===== src/rtl/seq_pkg.sv =====
// ============================================================================
// seq_pkg: state encodings and default word width for the serializer/detector.
// Revision: 1.0
// ============================================================================
`default_nettype none

package seq_pkg;

  localparam int WIDTH_DEFAULT = 8;

  typedef enum logic [0:0] {
    ST_IDLE  = 1'b0,
    ST_SHIFT = 1'b1
  } st_e;

endpackage

`default_nettype wire


===== src/rtl/bit_serializer_if.sv =====
// ============================================================================
// bit_serializer_if: parallel-word handshake in, serial stream out.
// Revision: 1.0
// ============================================================================
`default_nettype none

interface bit_serializer_if
  import seq_pkg::*;
#(
  parameter int WIDTH = WIDTH_DEFAULT
);
  logic [WIDTH-1:0] din;
  logic             din_valid;
  logic             din_ready;
  logic             ser_out;
  logic             ser_valid;
  logic             word_done;
  logic             busy;

  modport master (
    output din, din_valid,
    input  din_ready, ser_out, ser_valid, word_done, busy
  );

  modport slave (
    input  din, din_valid,
    output din_ready, ser_out, ser_valid, word_done, busy
  );
endinterface

`default_nettype wire


===== src/rtl/hold_buf.sv =====
// ============================================================================
// hold_buf: one-entry word buffer; accepts when empty, empties on load strobe.
// Revision: 1.0
// ============================================================================
`default_nettype none

module hold_buf
  import seq_pkg::*;
#(
  parameter int WIDTH = WIDTH_DEFAULT
) (
  input  wire logic             clk,
  input  wire logic             rst,
  input  wire logic [WIDTH-1:0] din_i,
  input  wire logic             din_valid_i,
  input  wire logic             load_i,
  output logic      [WIDTH-1:0] hbuf_o,
  output logic                  hvalid_o,
  output logic                  din_ready_o
);
  logic [WIDTH-1:0] hbuf_q, hbuf_d;
  logic             hvalid_q, hvalid_d;

  assign din_ready_o = rst && !hvalid_q;
  assign hbuf_o      = hbuf_q;
  assign hvalid_o    = hvalid_q;

  // Accept needs an empty buffer and load needs a full one, so they never coincide.
  always_comb begin
    hbuf_d   = hbuf_q;
    hvalid_d = hvalid_q;
    if (load_i) begin
      hvalid_d = 1'b0;
    end
    if (din_valid_i && din_ready_o) begin
      hbuf_d   = din_i;
      hvalid_d = 1'b1;
    end
  end

  always_ff @(posedge clk) begin
    if (!rst) begin
      hbuf_q   <= '0;
      hvalid_q <= 1'b0;
    end else begin
      hbuf_q   <= hbuf_d;
      hvalid_q <= hvalid_d;
    end
  end
endmodule

`default_nettype wire


===== src/rtl/bit_serializer.sv =====
// ============================================================================
// bit_serializer: parallel words in, gap-free one-bit-per-clock stream out.
// Revision: 1.0
// ============================================================================
`default_nettype none

module bit_serializer
  import seq_pkg::*;
#(
  parameter int WIDTH     = WIDTH_DEFAULT,
  parameter int MSB_FIRST = 1,
  parameter bit IDLE_BIT  = 1'b0
) (
  input  wire logic       clk,
  input  wire logic       rst,
  bit_serializer_if.slave bus
);
  localparam int             CW     = $clog2(WIDTH);
  localparam logic [CW-1:0]  c_last = CW'(WIDTH - 1);

  st_e              st_q, st_d;
  logic [WIDTH-1:0] sreg_q, sreg_d;
  logic [CW-1:0]    cnt_q, cnt_d;
  logic [WIDTH-1:0] hbuf;
  logic             hvalid;
  logic             din_ready;
  logic             head_bit;
  logic             last_bit;
  logic             load;

  hold_buf #(.WIDTH(WIDTH)) u_hold_buf (
    .clk         (clk),
    .rst         (rst),
    .din_i       (bus.din),
    .din_valid_i (bus.din_valid),
    .load_i      (load),
    .hbuf_o      (hbuf),
    .hvalid_o    (hvalid),
    .din_ready_o (din_ready)
  );

  assign last_bit = (st_q == ST_SHIFT) && (cnt_q == c_last);
  // A buffered word loads on the edge retiring the last bit, giving zero gap.
  assign load     = hvalid && ((st_q == ST_IDLE) || last_bit);

  generate
    if (MSB_FIRST != 0) begin : g_msb_first
      assign head_bit = sreg_q[WIDTH-1];
    end else begin : g_lsb_first
      assign head_bit = sreg_q[0];
    end
  endgenerate

  always_ff @(posedge clk) begin
    if (!rst) begin
      st_q <= ST_IDLE;
    end else begin
      st_q <= st_d;
    end
  end

  always_comb begin
    st_d = st_q;
    if (load) begin
      st_d = ST_SHIFT;
    end else if (last_bit) begin
      st_d = ST_IDLE;
    end
  end

  always_comb begin
    bus.ser_out   = (st_q == ST_SHIFT) ? head_bit : IDLE_BIT;
    bus.ser_valid = (st_q == ST_SHIFT);
    bus.word_done = last_bit;
    bus.busy      = (st_q == ST_SHIFT) || hvalid;
    bus.din_ready = din_ready;
  end

  always_comb begin
    sreg_d = sreg_q;
    cnt_d  = cnt_q;
    if (load) begin
      sreg_d = hbuf;
      cnt_d  = '0;
    end else if ((st_q == ST_SHIFT) && (cnt_q != c_last)) begin
      cnt_d  = cnt_q + 1'b1;
      sreg_d = (MSB_FIRST != 0) ? (sreg_q << 1) : (sreg_q >> 1);
    end
  end

  always_ff @(posedge clk) begin
    if (!rst) begin
      sreg_q <= '0;
      cnt_q  <= '0;
    end else begin
      sreg_q <= sreg_d;
      cnt_q  <= cnt_d;
    end
  end
endmodule

`default_nettype wire


===== src/flat_wrapper.sv =====
// flat-port wrapper written by rule: the top's interface ports become plain ports
module bit_serializer_flat import seq_pkg::*;
#(
  parameter int WIDTH     = WIDTH_DEFAULT,
  parameter int MSB_FIRST = 1,
  parameter bit IDLE_BIT  = 1'b0
)
  (clk, rst, bus_din, bus_din_valid, bus_din_ready, bus_ser_out, bus_ser_valid, bus_word_done, bus_busy);
  bit_serializer_if #(.WIDTH(WIDTH)) bus_i ();
  input  wire logic clk;
  input  wire logic rst;
  input wire logic [$bits(bus_i.din)-1:0] bus_din;
  input wire logic [$bits(bus_i.din_valid)-1:0] bus_din_valid;
  output wire logic [$bits(bus_i.din_ready)-1:0] bus_din_ready;
  output wire logic [$bits(bus_i.ser_out)-1:0] bus_ser_out;
  output wire logic [$bits(bus_i.ser_valid)-1:0] bus_ser_valid;
  output wire logic [$bits(bus_i.word_done)-1:0] bus_word_done;
  output wire logic [$bits(bus_i.busy)-1:0] bus_busy;
  assign bus_i.din = bus_din;
  assign bus_i.din_valid = bus_din_valid;
  assign bus_din_ready = bus_i.din_ready;
  assign bus_ser_out = bus_i.ser_out;
  assign bus_ser_valid = bus_i.ser_valid;
  assign bus_word_done = bus_i.word_done;
  assign bus_busy = bus_i.busy;
  bit_serializer #(.WIDTH(WIDTH), .MSB_FIRST(MSB_FIRST), .IDLE_BIT(IDLE_BIT)) u_core (.clk(clk), .rst(rst), .bus(bus_i));
endmodule

===== config.mk =====
export PLATFORM = sky130hd
export DESIGN_NAME = bit_serializer_flat
export DESIGN_NICKNAME = d
export VERILOG_FILES = /design/src/rtl/seq_pkg.sv /design/src/rtl/bit_serializer_if.sv /design/src/rtl/hold_buf.sv /design/src/rtl/bit_serializer.sv /design/src/flat_wrapper.sv
export SDC_FILE = /design/constraint.sdc
export NUM_CORES = 1
export LEC_CHECK = 0
export ABC_AREA = 0
export BUFFER_PORTS_ARGS = -buffer_cell sky130_fd_sc_hd__buf_2
export CORE_MARGIN = 1.5
export CORE_UTILIZATION = 45
export CTS_BUF_LIST = sky130_fd_sc_hd__clkbuf_8
export CTS_CLUSTER_SIZE = 30
export DETAILED_ROUTE_END_ITERATION = 6
export GPL_TIMING_DRIVEN = 0
export PLACE_DENSITY = 0.69
export SLEW_MARGIN = 10
export SYNTH_ARGS = -nofsm -noshare
export SYNTH_HDL_FRONTEND = slang
export SYNTH_SLANG_ARGS = --single-unit

===== constraint.sdc =====
create_clock -name clk -period 1.5 [get_ports clk]
set_clock_uncertainty 0.1 [all_clocks]
set_input_delay 0.3 -clock clk [delete_from_list [all_inputs] [get_ports clk]]
set_output_delay 0.3 -clock clk [all_outputs]
set_load 0.02 [all_outputs]

==> Word-level counts from Yosys, hierarchy flattened <==
Cells that the tools add are included.
{ "totals": {"ff_bits": 21, "in_bits": 11, "out_inout_bits": 5, "wordCells": 29} }
{ "op_classes": {"addsub": 1, "n_eq_ne": 2, "mux": 7, "bitwise_logic": 2, "reduce_logical": 12} }
{ "op_table": {"columns": ["op", "n"], "rows": [
  ["two-way mux 8 bit", 2],
  ["nonzero test 2 bit", 3],
  ["logical AND 1 bit", 5],
  ["two-way mux 1 bit", 5],
  ["adder 3 x 1 -> 3 bit, second input constant", 1],
  ["equality test 3 bit, second input constant", 1],
  ["!= test 3 bit, second input constant", 1],
  ["logical OR 1 bit", 2],
  ["NOT 1 bit", 2],
  ["OR reduction 2 bit", 1],
  ["logical NOT 1 bit", 1]
]} }

==> Longest topological paths before layout <==
Gate-level depths: netlist (run 1).
{ "depth": {"word_depth": 6, "mapped_depth": 7, "mapped_depth_nobuf": 5} }

==> By module <==
From an unflattened synthesis (run 1), not the netlist that was laid out.
{ "hier_totals": {"hier_cells": 98, "hier_area_um2": 945.9} }
{ "modules_own_cells": {"columns": ["module", "instances", "cells_per_inst", "area_each_um2", "seq_area_each_um2"], "rows": [
  ["bit_serializer", 1, 58, 566.8, 240.2],
  ["hold_buf", 1, 40, 379.1, 180.2]
]} }

==> Worst setup path before layout (run 1) <==
No wires, ideal clock.
{ "synth_path": {"path_type": "register to register", "startpoint": "reg u_core.cnt_q[0]", "endpoint": "reg u_core.sreg_q[5]", "setup_time_ps": 118, "arrival_ps": 1214, "required_ps": 1282, "slack_ps": 68, "stages_incl_launch_ff": 8, "n_path_buf": 2, "period_less_slack_ps": 1432, "path_cell_list": "dfxtp_1 -> ha_1 -> ha_1 -> nand2b_1 -> buf_4 -> buf_6 -> o21ai_2 -> a21oi_1"} }
{ "synth_via": {"elab_chain_cells": 5, "elab_cells_between_ends": 8, "classes_between": "eq/ne (2); mux (1); reduce/logical (5)"} }
{ "synth_rtl": {"columns": ["item", "line_no", "text"], "rows": [
  ["from (decl)", "bit_serializer.sv:23", "logic [CW-1:0] cnt_q, cnt_d;"],
  ["from (signal assigned)", "bit_serializer.sv:97", "cnt_q <= cnt_d;"],
  ["equality test 3 bit", "bit_serializer.sv:42", "assign last_bit = (st_q == ST_SHIFT) && (cnt_q == c_last);"],
  ["logical AND 1 bit", "bit_serializer.sv:42", null],
  ["logical OR 1 bit", "bit_serializer.sv:44", "assign load = hvalid && ((st_q == ST_IDLE) || last_bit);"],
  ["logical AND 1 bit", "bit_serializer.sv:44", null],
  ["two-way mux 8 bit or nonzero test 2 bit (tied branches)", null, null],
  ["to (signal assigned)", "bit_serializer.sv:96", "sreg_q <= sreg_d;"],
  ["to (decl)", "bit_serializer.sv:22", "logic [WIDTH-1:0] sreg_q, sreg_d;"]
]} }
Parallel ways exist; a longest one is shown, timed or not.
A chain may end at the register's enable or synchronous reset.

==> Worst setup path in the final report (run 1) <==
{ "layout_path": {"startpoint": "reg u_core.cnt_q[1]", "endpoint": "out bus_word_done"} }
{ "layout_via": {"elab_chain_cells": 2} }
{ "layout_rtl": {"columns": ["item", "line_no", "text"], "rows": [
  ["equality test 3 bit", "bit_serializer.sv:42", null],
  ["logical AND 1 bit", "bit_serializer.sv:42", null],
  ["to (decl)", "flat_wrapper.sv:17", "output wire logic [$bits(bus_i.word_done)-1:0] bus_word_done;"]
]} }
Every way passes these cells.

==> results, run 1 <==
- Yosys attributes the largest share of cell area to sky130_fd_sc_hd__dfxtp_1, sky130_fd_sc_hd__a21boi_2, sky130_fd_sc_hd__mux2i_1.
- The antenna violation net count after detailed routing is 0.
- Counting every sink on the clock net gives 21.
- The synthesized-area fraction occupied by ao, oa, aoi and oai cells is roughly a fifth.
- In this run the worst hold path is classified as input pin to register.
- In this run the clock root is driven by a sky130_fd_sc_hd__clkbuf_8.
- Multiplexer cells account for around 8.3% of the synthesized area.
- The share of synthesized flip-flops with an asynchronous set or reset is 0%.
- The post-synth design cell area is 960.9 µm².
- The core region is between 1500 and 2000 µm².
- The Yosys step of the flow raised 0 warnings.
- The initial antenna violation count was 0.
- On the worst path, the slowest cell contributes a delay of ~0.34 ns.
- The most numerous cell in the Yosys netlist is sky130_fd_sc_hd__dfxtp_1.
- The length of routed met3 wiring is about 43 µm.
- For the pin with the worst max-slew slack, the measured transition is roughly 0.23 ns.
- The placement-stage cell area is between 1000 and 1500 µm².
- After the last flow step, the layout net total stands at approximately 140.
- The fraction of the mapped netlist area in simple logic gates is between 10% and 20%.
- Across all register-to-register paths, the minimum setup slack is around 0.040 ns.
- After global routing the overflow that remains totals 0.
- The filler cell count is about 170.
- Among all stages on the critical path, the largest delay is contributed by sky130_fd_sc_hd__dfxtp_2.
- The first-pass GRT wire length is approximately 3300 µm.
- In this run, post-CTS hold repair placed 0 buffers.
- During I/O placement, the number of pins put on the boundary was 16.
- After Yosys synthesis, full adders, half adders and majority gates account for between 2 and 3% of the synthesized area.
- Of the synthesized area, sequential elements account for 43.75%.
- In this run, synthesis produced a sequential element count of 21.
- Power comes to around 1.2 mW.
- In this run the critical register-to-register path is launched from u_core.cnt_q[1].
- STA classifies the critical path startpoint as a register.
- The power density normalized to cell area is approximately 980 nW/µm².
- The maximum number of pins on one net before global-route repair is 12.
- The number of levels the H-tree was split into is 1.
- In this run the worst path has a maximum fanout of 3.
- The clock input transition at the sequential cells of the worst setup and hold paths is roughly 0.080 ns.
- For the worst setup path, the data required time is 1.10 ns.
- At the placement stage, the worst setup path has a slack of -0.02306 ns.
- In this run the vertical extent of the chip is 49.21 µm.
- The synthesized netlist devotes 0% of its cell area to XOR and XNOR gates.
- The synthesis-to-finish area growth is 23.83%.
- The number of antenna diodes in the final layout is 0.
- The biggest area contributor in the post-synthesis netlist is sky130_fd_sc_hd__dfxtp_1.
- The number of search-and-repair iterations in the first detailed-routing pass is 4.
- Of the cells placed in the final design, the portion with a size suffix greater than 1 is between 30 and 40%.
- The end point of the critical path is bus_word_done.
- Setup violations remaining at the end of the flow were counted as 1.
- The later pin in the worst-skew pair is clocked with a latency of around 0.25 ns.
- The signal on the critical path passes through ha_4 -> ha_4 -> and2_4 -> buf_6.
- Setup repair after global routing could not meet its margin everywhere.
- Wire segments on met2 add up to about 970 µm in the final route.
- The detailed-route vias per instance is 4.973.
- For this run, the share of the core covered by cells in the final layout is 60.04%.
- In this run the worst setup path begins at u_core.cnt_q[1].
- Setup slack on the critical path of the routed design comes to -0.07511 ns.
- The flow ran to the end, but the final reports show violations.
- The quantity of I/O buffers inserted on ports is 15.
- In the finished design, the share of the clock period the worst path needs comes to 105.0%.
- Once detailed placement completed, the half-perimeter wirelength came to roughly 1200 µm.
- The final layout contains routed wiring with a total length of 1942 µm.
- The starting density of the core is between 40% and 50%.
- The dominant combinational cell family by area after synthesis is compound AO/OA/AOI/OAI gates.
- In the final routed layout, each cell accounts on average for 13.12 µm.
- The number of global-route vias before repair was roughly 700.
- The capturing point of the worst reg2reg path is u_core.sreg_q[6].
- The worst setup path is captured at a primary output.
- The worst relative slew slack is about 85%.
- The count of final hold-check violations is 0.
- The maximum clock frequency is roughly 0.63 GHz.
- The time the final worst path needs with I/O delays and setup is approximately 1.6 ns.
- The sum of routed wire segments on met1 is about 910 µm.
- The count of final max-slew check failures is 0.
- The number of max-cap violations is 0.
- The checks that failed: negative setup slack.
- The total non-filler cell area in the finished layout is ~1200 µm².
- The commonest register cell after synthesis is sky130_fd_sc_hd__dfxtp_1.
- The analysis attributes to cell leakage a power of 0.4837 nW.
- The cell count after synthesis came out at 99.
- TritonCTS built the clock tree.
- The highest layer touched by signal routing is met4.
- The overall routing resource usage is about 18%.
- The detailed router finished its first iteration with 8 violations.
- The commonest cells after synthesis are sky130_fd_sc_hd__dfxtp_1, sky130_fd_sc_hd__nand2_1, sky130_fd_sc_hd__a21boi_2, sky130_fd_sc_hd__a21oi_1, sky130_fd_sc_hd__mux2i_1.
- At the end of routability-driven placement, the weighted congestion stood at roughly 0.75.
- The final non-filler cell total is 148.
- The die covers 2422 µm².
- The share of the synthesized area in the top cell type is between 40% and 50%.
- The critical path data arrival time is between 1 and 1.5 ns.
- Once placement completed, the tool counted placed cells totaling approximately 140.
- The critical path is of the register to primary output type.
- The number of clock buffers added by TritonCTS is 3.
- The number of cells on the worst reg-to-reg path is 7.
- The synthesized net count is 112.
- The most prevalent standard cell on the critical path is sky130_fd_sc_hd__ha_4.
- The per-instance average area after synthesis is between 9 and 10 µm².
- The total number of vias is roughly 740.
- Yosys mapped a number of flops with a built-in enable equal to 0.
- No sink is reached through more buffers than the 2 on the longest clock path.
- The site row count is 16.
- In the routed design, unresolved DRC markers number 0.
- The number of different library cells in the post-synthesis netlist is 23.
- In this run the horizontal extent of the chip is ~49 µm.
- The peak ir drop on the vdd network is 669.5 µV.
stage by stage:
| step | setup TNS [ns] | hold slack, ns |
|---|---|---|
| after floorplan | 0 | 0.3448 |
| after global placement | -0.003378 | 0.3569 |
| after detailed placement | -0.02684 | 0.3638 |
| after CTS | -0.1175 | 0.1804 |
| after global routing | -0.1158 | 0.1932 |
| final | -0.07511 | 0.1858 |
cells in the final DEF, fill, tap and decap left out, types with 3 or more instances in the layout:
| cell type | n |
|---|---|
| sky130_fd_sc_hd__clkbuf_8 | 3 |
| sky130_fd_sc_hd__nor2b_1 | 3 |
| sky130_fd_sc_hd__dfxtp_2 | 3 |
| sky130_fd_sc_hd__a21boi_2 | 8 |
| sky130_fd_sc_hd__buf_2 | 14 |
| sky130_fd_sc_hd__a21oi_1 | 8 |
| sky130_fd_sc_hd__dfxtp_1 | 18 |
| sky130_fd_sc_hd__buf_6 | 4 |
| sky130_fd_sc_hd__buf_4 | 6 |
| sky130_fd_sc_hd__mux2i_1 | 8 |
| sky130_fd_sc_hd__o21ai_0 | 5 |
| sky130_fd_sc_hd__nand2_1 | 19 |
worst max-delay path, delay by kind of cell, from the launching register on:
family	cells	cell delay, ns
adders and majority gates	2	0.31
buffers and inverters	1	0.12
DFF	1	0.34
and+or+nand+nor	1	0.15
timing repair:
item | in CTS | in global routing
pin swaps | 0 | 1
gates resized for setup | 14 | 3
setup endpoints to repair | 6 | 5
buffers inserted | 4 | 0
worst min-delay path by stage:
| stage | start | end | slack (ns) | cells after the start |
|---|---|---|---|---|
| 5_1_grt | bus_din[3] | u_core.u_hold_buf.hbuf_o[3] | 0.19 | 3 |
| 4_1_cts | bus_din[5] | u_core.u_hold_buf.hbuf_o[5] | 0.18 | 3 |
| 2_1_floorplan | bus_din[0] | u_core.u_hold_buf.hbuf_o[0] | 0.34 | 2 |
| 3_3_place_gp | u_core.u_hold_buf.hbuf_o[0] | u_core.u_hold_buf.hbuf_o[0] | 0.36 | 2 |
| 6_report | bus_din[5] | u_core.u_hold_buf.hbuf_o[5] | 0.19 | 3 |
| 3_5_place_dp | u_core.u_hold_buf.hbuf_o[0] | u_core.u_hold_buf.hbuf_o[0] | 0.36 | 2 |
state kept, by name, summed over array words and instances, names as in the netlist:
name	flops
u_core.sreg_q	8
u_core.u_hold_buf.hbuf_o	8
u_core.cnt_q	3
u_core.bus.ser_valid	1
u_core.u_hold_buf.hvalid_o	1
cell type report:
cell class	instances	area (µm²)	area share [%]
plain buffers	7	67.56	5.678
clock buffers	3	41.29	3.470
clock inverters	1	3.754	0.3155
multi-input cells	70	501.7	42.17
flip-flops and latches	21	424.2	35.65
well taps	27	33.78	2.839
repair buffers	19	117.6	9.884
layer usage:
layer	vias to the layer above	track usage (%)
met5	-	0
met4	0	7.143
met3	2	1.840
met2	12	30.18
met1	345	22.31
li1	377	-
cells by family after synthesis:
family,count (synthesis)
adder cells (fa/ha/maj),2
flip-flops,21
buffers and inverters,8
multiplexers,8
AND/OR/NAND/NOR,33
AO/OA/AOI/OAI,27
where the power goes:
group	leakage (nW)	switching [mW]	total [mW]	internal (mW)
Combinational	0.283	0.0957	0.195	0.0990
Clock	0.0269	0.177	0.358	0.182
Sequential	0.173	0.0230	0.616	0.593
Note: power is estimated with default switching activity, not from simulation.
==> inputs of run 2 (changes only) <==
--- a/config.mk
+++ b/config.mk
@@ -7,13 +7,15 @@
 export LEC_CHECK = 0
 export ABC_AREA = 0
 export BUFFER_PORTS_ARGS = -buffer_cell sky130_fd_sc_hd__buf_2
-export CORE_MARGIN = 1.5
-export CORE_UTILIZATION = 45
+export CELL_PAD_IN_SITES_DETAIL_PLACEMENT = 1
+export CELL_PAD_IN_SITES_GLOBAL_PLACEMENT = 2
+export CORE_MARGIN = 10
+export CORE_UTILIZATION = 32
 export CTS_BUF_LIST = sky130_fd_sc_hd__clkbuf_8
 export CTS_CLUSTER_SIZE = 30
 export DETAILED_ROUTE_END_ITERATION = 6
 export GPL_TIMING_DRIVEN = 0
-export PLACE_DENSITY = 0.69
+export PLACE_DENSITY_LB_ADDON = 0.1
 export SLEW_MARGIN = 10
 export SYNTH_ARGS = -nofsm -noshare
 export SYNTH_HDL_FRONTEND = slang
==> results, run 2 (synthesized netlist as in run 1, its figures left out) <==
- The storage element area is 426.7 µm² (+0.59%).
- The required time reported for the critical path endpoint is 1.10 ns (about the same).
- The overflow left after global routing is 0 (unchanged).
- The area used by multi-input combinational logic is 501.7 µm² (unchanged).
- The residual DRC count is 0 (unchanged).
- The placer congestion estimate is 0.6391 (-15%).
- The fraction of met2 tracks used by global routing was 13.93% (-16 points).
- The number of max-cap violations came to 0 (unchanged).
- The global-route met3 utilization came to 2.497% (+0.66 points).
- The sequential share of power was 53.7% (+1.0 points).
- The routing layer with the top usage in global route is met2.
- The number of search-and-repair iterations in the first detailed-routing pass came to 2 (-2).
- Setup repair after global routing could not meet its margin everywhere.
- The starting density of the core is 34.26% (-14 points).
- The commonest non-fill, non-tap cell in the layout is sky130_fd_sc_hd__nand2_1.
- STA classifies the critical path startpoint as a register.
- The fraction of final layout cells sized beyond drive strength 1 is 38.33% (-0.51 points).
- The reported leakage power is 0.4760 nW (-1.6%).
- The top-level I/O count was 16 (unchanged).
- The routing usage on met1 is 10.32% (-12 points).
- The filler cell count was 339 (+97%).
- The number of levels the H-tree was split into is 1 (unchanged).
- The clock input transition at the sequential cells of the worst setup and hold paths came to 0.07 ns (about the same).
- The HPWL after detailed placement is 1493 µm (+20%).
- The path category of the worst min-delay check is input pin to register.
- The checks that failed: negative setup slack.
- The combinational share of power is 16.0% (-0.6 points).
- The number of global-route vias before repair came to 780 (+11%).
- The power density normalized to cell area was 971.6 nW/µm² (-1.2%).
- The first-pass GRT wire length is 3760 µm (+15%).
- The maximum number of pins on one net before global-route repair was 12 (unchanged).
- The net count reported at finish is 134 (-0.74%).
- The clock buffer count from CTS is 3 (unchanged).
- The floorplan die width is 74.80 µm (+52%).
- The net load switching power is 0.2801 mW (-5.1%).
- The wire length per cell after detailed routing was 13.46 µm (+2.6%).
- The initial antenna violation count came to 0 (unchanged).
- The overall routing resource usage is 8.423% (-9.2 points).
- The first-iteration detailed-routing DRC count is 14 (+6).
- The portion of total power attributed to the clock network is 30.2% (-0.5 points).
- The count of final max-slew check failures was 0 (unchanged).
- The slew of the pin with the lowest slew margin came to 0.1976 ns (-0.03181 ns).
- The worst relative slew slack is 86.83% (+2.1 points).
- The worst-path maximum fanout is 3 (unchanged).
- The synthesis-to-finish area growth is 22.92%.
- The minimum hold slack was 0.1901 ns (+0.004304 ns).
- The quantity of I/O buffers inserted on ports came to 15 (unchanged).
- The share of total power consumed by net switching is 24.41% (-0.83 points).
- The total number of vias is 713 (-3.1%).
- The post-placement worst setup slack came to -0.04473 ns (-0.02167 ns).
- The total core area was 2805 µm² (+42%).
- The antenna violation net count after detailed routing came to 0 (unchanged).
- The number of failing setup endpoints in the final timing report is 1 (unchanged).
- The flow ran to the end, but the final reports show violations.
- The detailed-route vias per instance is 4.722 (-5.0%).
- The sort of element at the end of the critical path is a primary output.
- The CTS tree is done.
- In the layout the commonest cells are sky130_fd_sc_hd__nand2_1, sky130_fd_sc_hd__dfxtp_1, sky130_fd_sc_hd__buf_2.
- The internal cell power is 0.8675 mW (-0.79%).
- Clock tree synthesis selected as its root buffer the cell sky130_fd_sc_hd__clkbuf_8.
- The die height came to 74.80 µm (+52%).
- The clock sink total is 21 (unchanged).
- The time the final worst path needs with I/O delays and setup came to 1.567 ns (-0.008054 ns).
- The peak ir drop on the vdd network is 378.1 µV (-44%).
- The total power of the final layout was 1.148 mW (-1.9%).
- The smallest setup slack after layout is -0.06705 ns (+0.008054 ns).
- The number of buffers inserted by hold repair at cts is 0 (unchanged).
- The die area came to 5595 µm² (+130%).
- The final period utilization is 104.5% (-0.54 points).
- The number of buffers between clock root and the deepest sink came to 2 (unchanged).
- The maximum clock frequency came to 0.6381 GHz (+0.51%).
- The site row count came to 19 (+3).
- The critical path data arrival time came to 1.17 ns (about the same).
- The count of final hold-check violations is 0 (unchanged).
- The total inserted antenna cells is 0 (unchanged).
- The clock insertion delay at the later pin of the skew report was 0.25 ns (about the same).
- The worst setup path is of the register to primary output kind.
- The total length of routed wires is 2033 µm (+4.7%).
run 2: cell types whose count changed in the layout (fill, tap and decap cells not counted):
| cell | before | now |
|---|---|---|
| sky130_fd_sc_hd__buf_6 | 4 | 3 |
| sky130_fd_sc_hd__buf_8 | 0 | 1 |
| sky130_fd_sc_hd__buf_12 | 1 | 0 |
| sky130_fd_sc_hd__dfxtp_2 | 3 | 2 |
| sky130_fd_sc_hd__dfxtp_4 | 0 | 1 |
run 2: path summary, 6_finish.rpt:
| check | startpoint | endpoint | slack [ns] | depth (start not counted) |
|---|---|---|---|---|
| worst min-delay path | bus_din[5] | u_core.u_hold_buf.hbuf_o[5] | 0.19 | 3 |
| worst min register to register | u_core.u_hold_buf.hbuf_o[3] | u_core.u_hold_buf.hbuf_o[3] | 0.36 | 2 |
| worst max-delay path | u_core.cnt_q[1] | bus_word_done | -0.07 | 4 |
| worst max register to register | u_core.cnt_q[1] | u_core.sreg_q[5] | 0.07 | 7 |
run 2: final cells by class:
class	instances	share of cell area [%]
Multi-Input combinational cell	70	42.48
Sequential cell	21	36.12
Timing Repair Buffer	19	9.958
Buffer	6	4.343
Clock buffer	3	3.496
Tap cell	31	3.284
Clock inverter	1	0.3178
run 2: power by group through the flow:
stage                     combinational [mW]  sequential, mW  clock, mW
final                                  0.184           0.617      0.347
after floorplan                        0.130           0.622          0
after global routing                   0.208           0.622      0.387
after global placement                 0.174           0.625          0
after detailed placement               0.178           0.626          0
after CTS                              0.191           0.616      0.364
run 2: layer usage:
metal / routed length [µm] / vias to the layer above
met5: 0 / -
met4: 16 / 0
met3: 83 / 2
met2: 917 / 11
met1: 1016 / 328
li1: - / 372
run 2: timing repair:
action	in CTS	in global routing
setup endpoints to repair	6	4
endpoints found under the hold margin	0	0
resized for setup	16	2
cloned	0	0
buffers inserted	3	1
pin swaps	1	0
run 2: worst max-delay path: stages, from the launching register on:
cell                      delay (ns)
sky130_fd_sc_hd__dfxtp_2        0.34
sky130_fd_sc_hd__ha_4           0.16
sky130_fd_sc_hd__ha_4           0.15
sky130_fd_sc_hd__and2_4         0.15
sky130_fd_sc_hd__buf_6          0.12
run 2: stage by stage:
step / cell area (µm²) / cells / TNS (ns) / utilization [%]
3_5_place_dp: 1075 / 145 / -0.1115 / 38.31
5_1_grt: 1181 / 151 / -0.1216 / 42.11
3_3_place_gp: 1075 / 145 / -0.04387 / 38.31
2_1_floorplan: 960.9 / 99 / 0 / -
4_1_cts: 1186 / 151 / -0.07856 / 42.28
6_report: 1181 / 151 / -0.06705 / 42.11
==> inputs of run 3 (changes only) <==
--- a/config.mk
+++ b/config.mk
@@ -15,7 +15,7 @@
 export CTS_CLUSTER_SIZE = 30
 export DETAILED_ROUTE_END_ITERATION = 6
 export GPL_TIMING_DRIVEN = 0
-export PLACE_DENSITY_LB_ADDON = 0.1
+export PLACE_DENSITY = 0.83
 export SLEW_MARGIN = 10
 export SYNTH_ARGS = -nofsm -noshare
 export SYNTH_HDL_FRONTEND = slang
==> results, run 3 (synthesized netlist as in run 1, its figures left out) <==
- The first-iteration detailed-routing DRC count is 13 (-1).
- The number of search-and-repair iterations in the first detailed-routing pass came to 2 (unchanged).
- The top-level I/O count is 16 (unchanged).
- The antenna violation net count after detailed routing came to 0 (unchanged).
- The residual DRC count is 0 (unchanged).
- The required time reported for the critical path endpoint is 1.10 ns (about the same).
- The final period utilization is 105.2% (+0.69 points).
- TritonCTS built the clock tree.
- The placer congestion estimate is 0.6616 (+3.5%).
- The quantity of I/O buffers inserted on ports came to 15 (unchanged).
- The site row count was 19 (unchanged).
- The die area was 5595 µm² (unchanged).
- The number of buffers inserted by hold repair at cts is 0 (unchanged).
- The most critical setup path has its startpoint at u_core.cnt_q[0].
- Setup repair after global routing could not meet its margin everywhere.
- The net count reported at finish came to 133 (-0.75%).
- The count of final max-slew check failures is 0 (unchanged).
- The cell type of the slowest stage on the worst timing path is sky130_fd_sc_hd__dfxtp_2.
- The power density normalized to cell area is 986.1 nW/µm² (+1.5%).
- The run finished, with violations left.
- The starting density of the core is 34.26% (unchanged).
- The sort of element at the end of the critical path is a primary output.
- The path category of the worst min-delay check is input pin to register.
- Walking the worst path, the cells encountered are ha_4 -> ha_4 -> and2_4 -> buf_6.
- The maximum number of pins on one net before global-route repair came to 14 (+2).
- The wire length per cell after detailed routing is 14.08 µm (+4.6%).
- The destination of the worst hold path is u_core.u_hold_buf.hbuf_o[3].
- The number of buffers between clock root and the deepest sink is 2 (unchanged).
- The startpoint of the lowest-slack hold path is bus_din[3].
- The startpoint of the worst register-to-register path is u_core.cnt_q[0].
- The worst-path maximum fanout came to 3 (unchanged).
- The floorplan die width is 74.80 µm (unchanged).
- STA classifies the critical path startpoint as a register.
- The number of cells on the worst hold path is 3 (unchanged).
- The maximum clock frequency is 0.6339 GHz (-0.66%).
- The total length of routed wires is 2112 µm (+3.9%).
- The final reports fail on negative setup slack.
- The die height was 74.80 µm (unchanged).
- On the critical path the largest part of the delay comes from flip-flops.
- The commonest non-fill, non-tap cell in the layout is sky130_fd_sc_hd__nand2_1.
- The tree is rooted in a sky130_fd_sc_hd__clkbuf_8.
- The fraction of final layout cells sized beyond drive strength 1 is 37.82% (-0.52 points).
- The number of global-route vias before repair is 814 (+4.4%).
- The worst relative slew slack is 86.02% (-0.80 points).
- The number of failing setup endpoints in the final timing report is 1 (unchanged).
- The minimum hold slack was 0.1838 ns (-0.006313 ns).
- The most numerous cell type found on the critical path is sky130_fd_sc_hd__ha_4.
- The slew of the pin with the lowest slew margin was 0.2097 ns (+0.01206 ns).
- The synthesis-to-finish area growth is 22.27%.
- The flop-to-flop setup slack came to 0.07 ns (about the same).
- The smallest setup slack after layout is -0.07744 ns (-0.01038 ns).
- The number of buffers and inverters on the critical path is 1 (unchanged).
- The total number of vias came to 745 (+4.5%).
- The post-placement worst setup slack came to -0.03892 ns (+0.005813 ns).
- The detailed-route vias per instance is 4.967 (+5.2%).
- The total inserted antenna cells was 0 (unchanged).
- The setup path with the least slack is of type register to primary output.
- The number of levels the H-tree was split into came to 1 (unchanged).
- The overflow left after global routing is 0 (unchanged).
- The maximum cell stage delay along the critical path was 0.34 ns (about the same).
- The library cells used most frequently in the layout, excluding fill and tap cells, are sky130_fd_sc_hd__nand2_1, sky130_fd_sc_hd__dfxtp_1, sky130_fd_sc_hd__buf_2.
- The number of max-cap violations came to 0 (unchanged).
- The number of cells traversed by the worst register-to-register path is 7 (unchanged).
- The total core area is 2805 µm² (unchanged).
- The HPWL after detailed placement came to 1557 µm (+4.3%).
- The clock input transition at the sequential cells of the worst setup and hold paths is 0.08 ns (about the same).
- The critical path data arrival time is 1.18 ns (about the same).
- The core utilization of the finished layout is 41.88% (-0.22 points).
- The reported leakage power is 0.4719 nW (-0.87%).
- The overall routing resource usage is 8.412% (-0.011 points).
- The peak ir drop on the vdd network is 628.3 µV (+66%).
- The first-pass GRT wire length is 3670 µm (-2.4%).
- The initial antenna violation count was 0 (unchanged).
- The clock insertion delay at the later pin of the skew report is 0.26 ns (about the same).
- The capturing point of the worst reg2reg path is u_core.sreg_q[5].
- The clock buffer count from CTS is 3 (unchanged).
- The clock sink total is 21 (unchanged).
- The count of final hold-check violations is 0 (unchanged).
- The time the final worst path needs with I/O delays and setup is 1.577 ns (+0.01038 ns).
[run 3: cell types whose count changed in the layout (fill, tap and decap cells not counted), sizes merged]
cell	change
clkbuf	-1
[run 3: final cells by class]
| class | count | area, µm² |
|---|---|---|
| Timing Repair Buffer | 19 | 120.1 |
| Tap cell | 31 | 38.79 |
| Clock buffer | 3 | 41.29 |
| Buffer | 5 | 42.54 |
| Sequential cell | 21 | 426.7 |
| Multi-Input combinational cell | 70 | 501.7 |
| Fill cell | 320 | 1630 |
| Clock inverter | 1 | 3.754 |
[run 3: timing repair]
item                       CTS  global route
resized for setup           15             2
setup endpoints to repair    5             5
setup buffers                4             0
pin swaps                    1             0
[run 3: tightest hold or removal path, delay by kind of cell]
| kind | cells | cell delay (ns) |
|---|---|---|
| AOI/OAI and AO/OA | 1 | 0.04 |
| and+or+nand+nor | 1 | 0.06 |
| buffers and inverters | 1 | 0.09 |
[run 3: worst max path at each step]
stage | end | slack (ns) | depth (start not counted)
floorplan | u_core.sreg_q[5] | 0.07 | 7
global route | bus_word_done | -0.11 | 4
detailed placement | u_core.sreg_q[5] | -0.04 | 7
CTS | bus_word_done | -0.08 | 4
global placement | bus_din_ready | -0.01 | 4
finish | bus_word_done | -0.08 | 4
[run 3: per-layer routing]
layer / GRT usage, % / vias up / routed length, µm
li1: - / 372 / -
met1: 8.844 / 358 / 966
met2: 15.27 / 13 / 1045
met5: 0 / - / 0
met3: 3.548 / 2 / 90
met4: 1.891 / 0 / 10
[run 3: power by group]
group	leakage [nW]	internal (mW)	total, mW	switching [mW]
Sequential	0.174	0.593	0.615	0.0229
Combinational	0.271	0.0921	0.184	0.0921
Clock	0.0269	0.182	0.359	0.177
[run 3: through the flow]
step	total power [mW]	instance area, µm²	setup TNS, ns	instances
global route	1.230	1175	-0.1139	150
detailed placement	0.8051	1075	-0.1050	145
global placement	0.7966	1075	-0.01517	145
finish	1.159	1175	-0.07744	150
floorplan	0.7520	960.9	0	99
CTS	1.188	1200	-0.1434	152
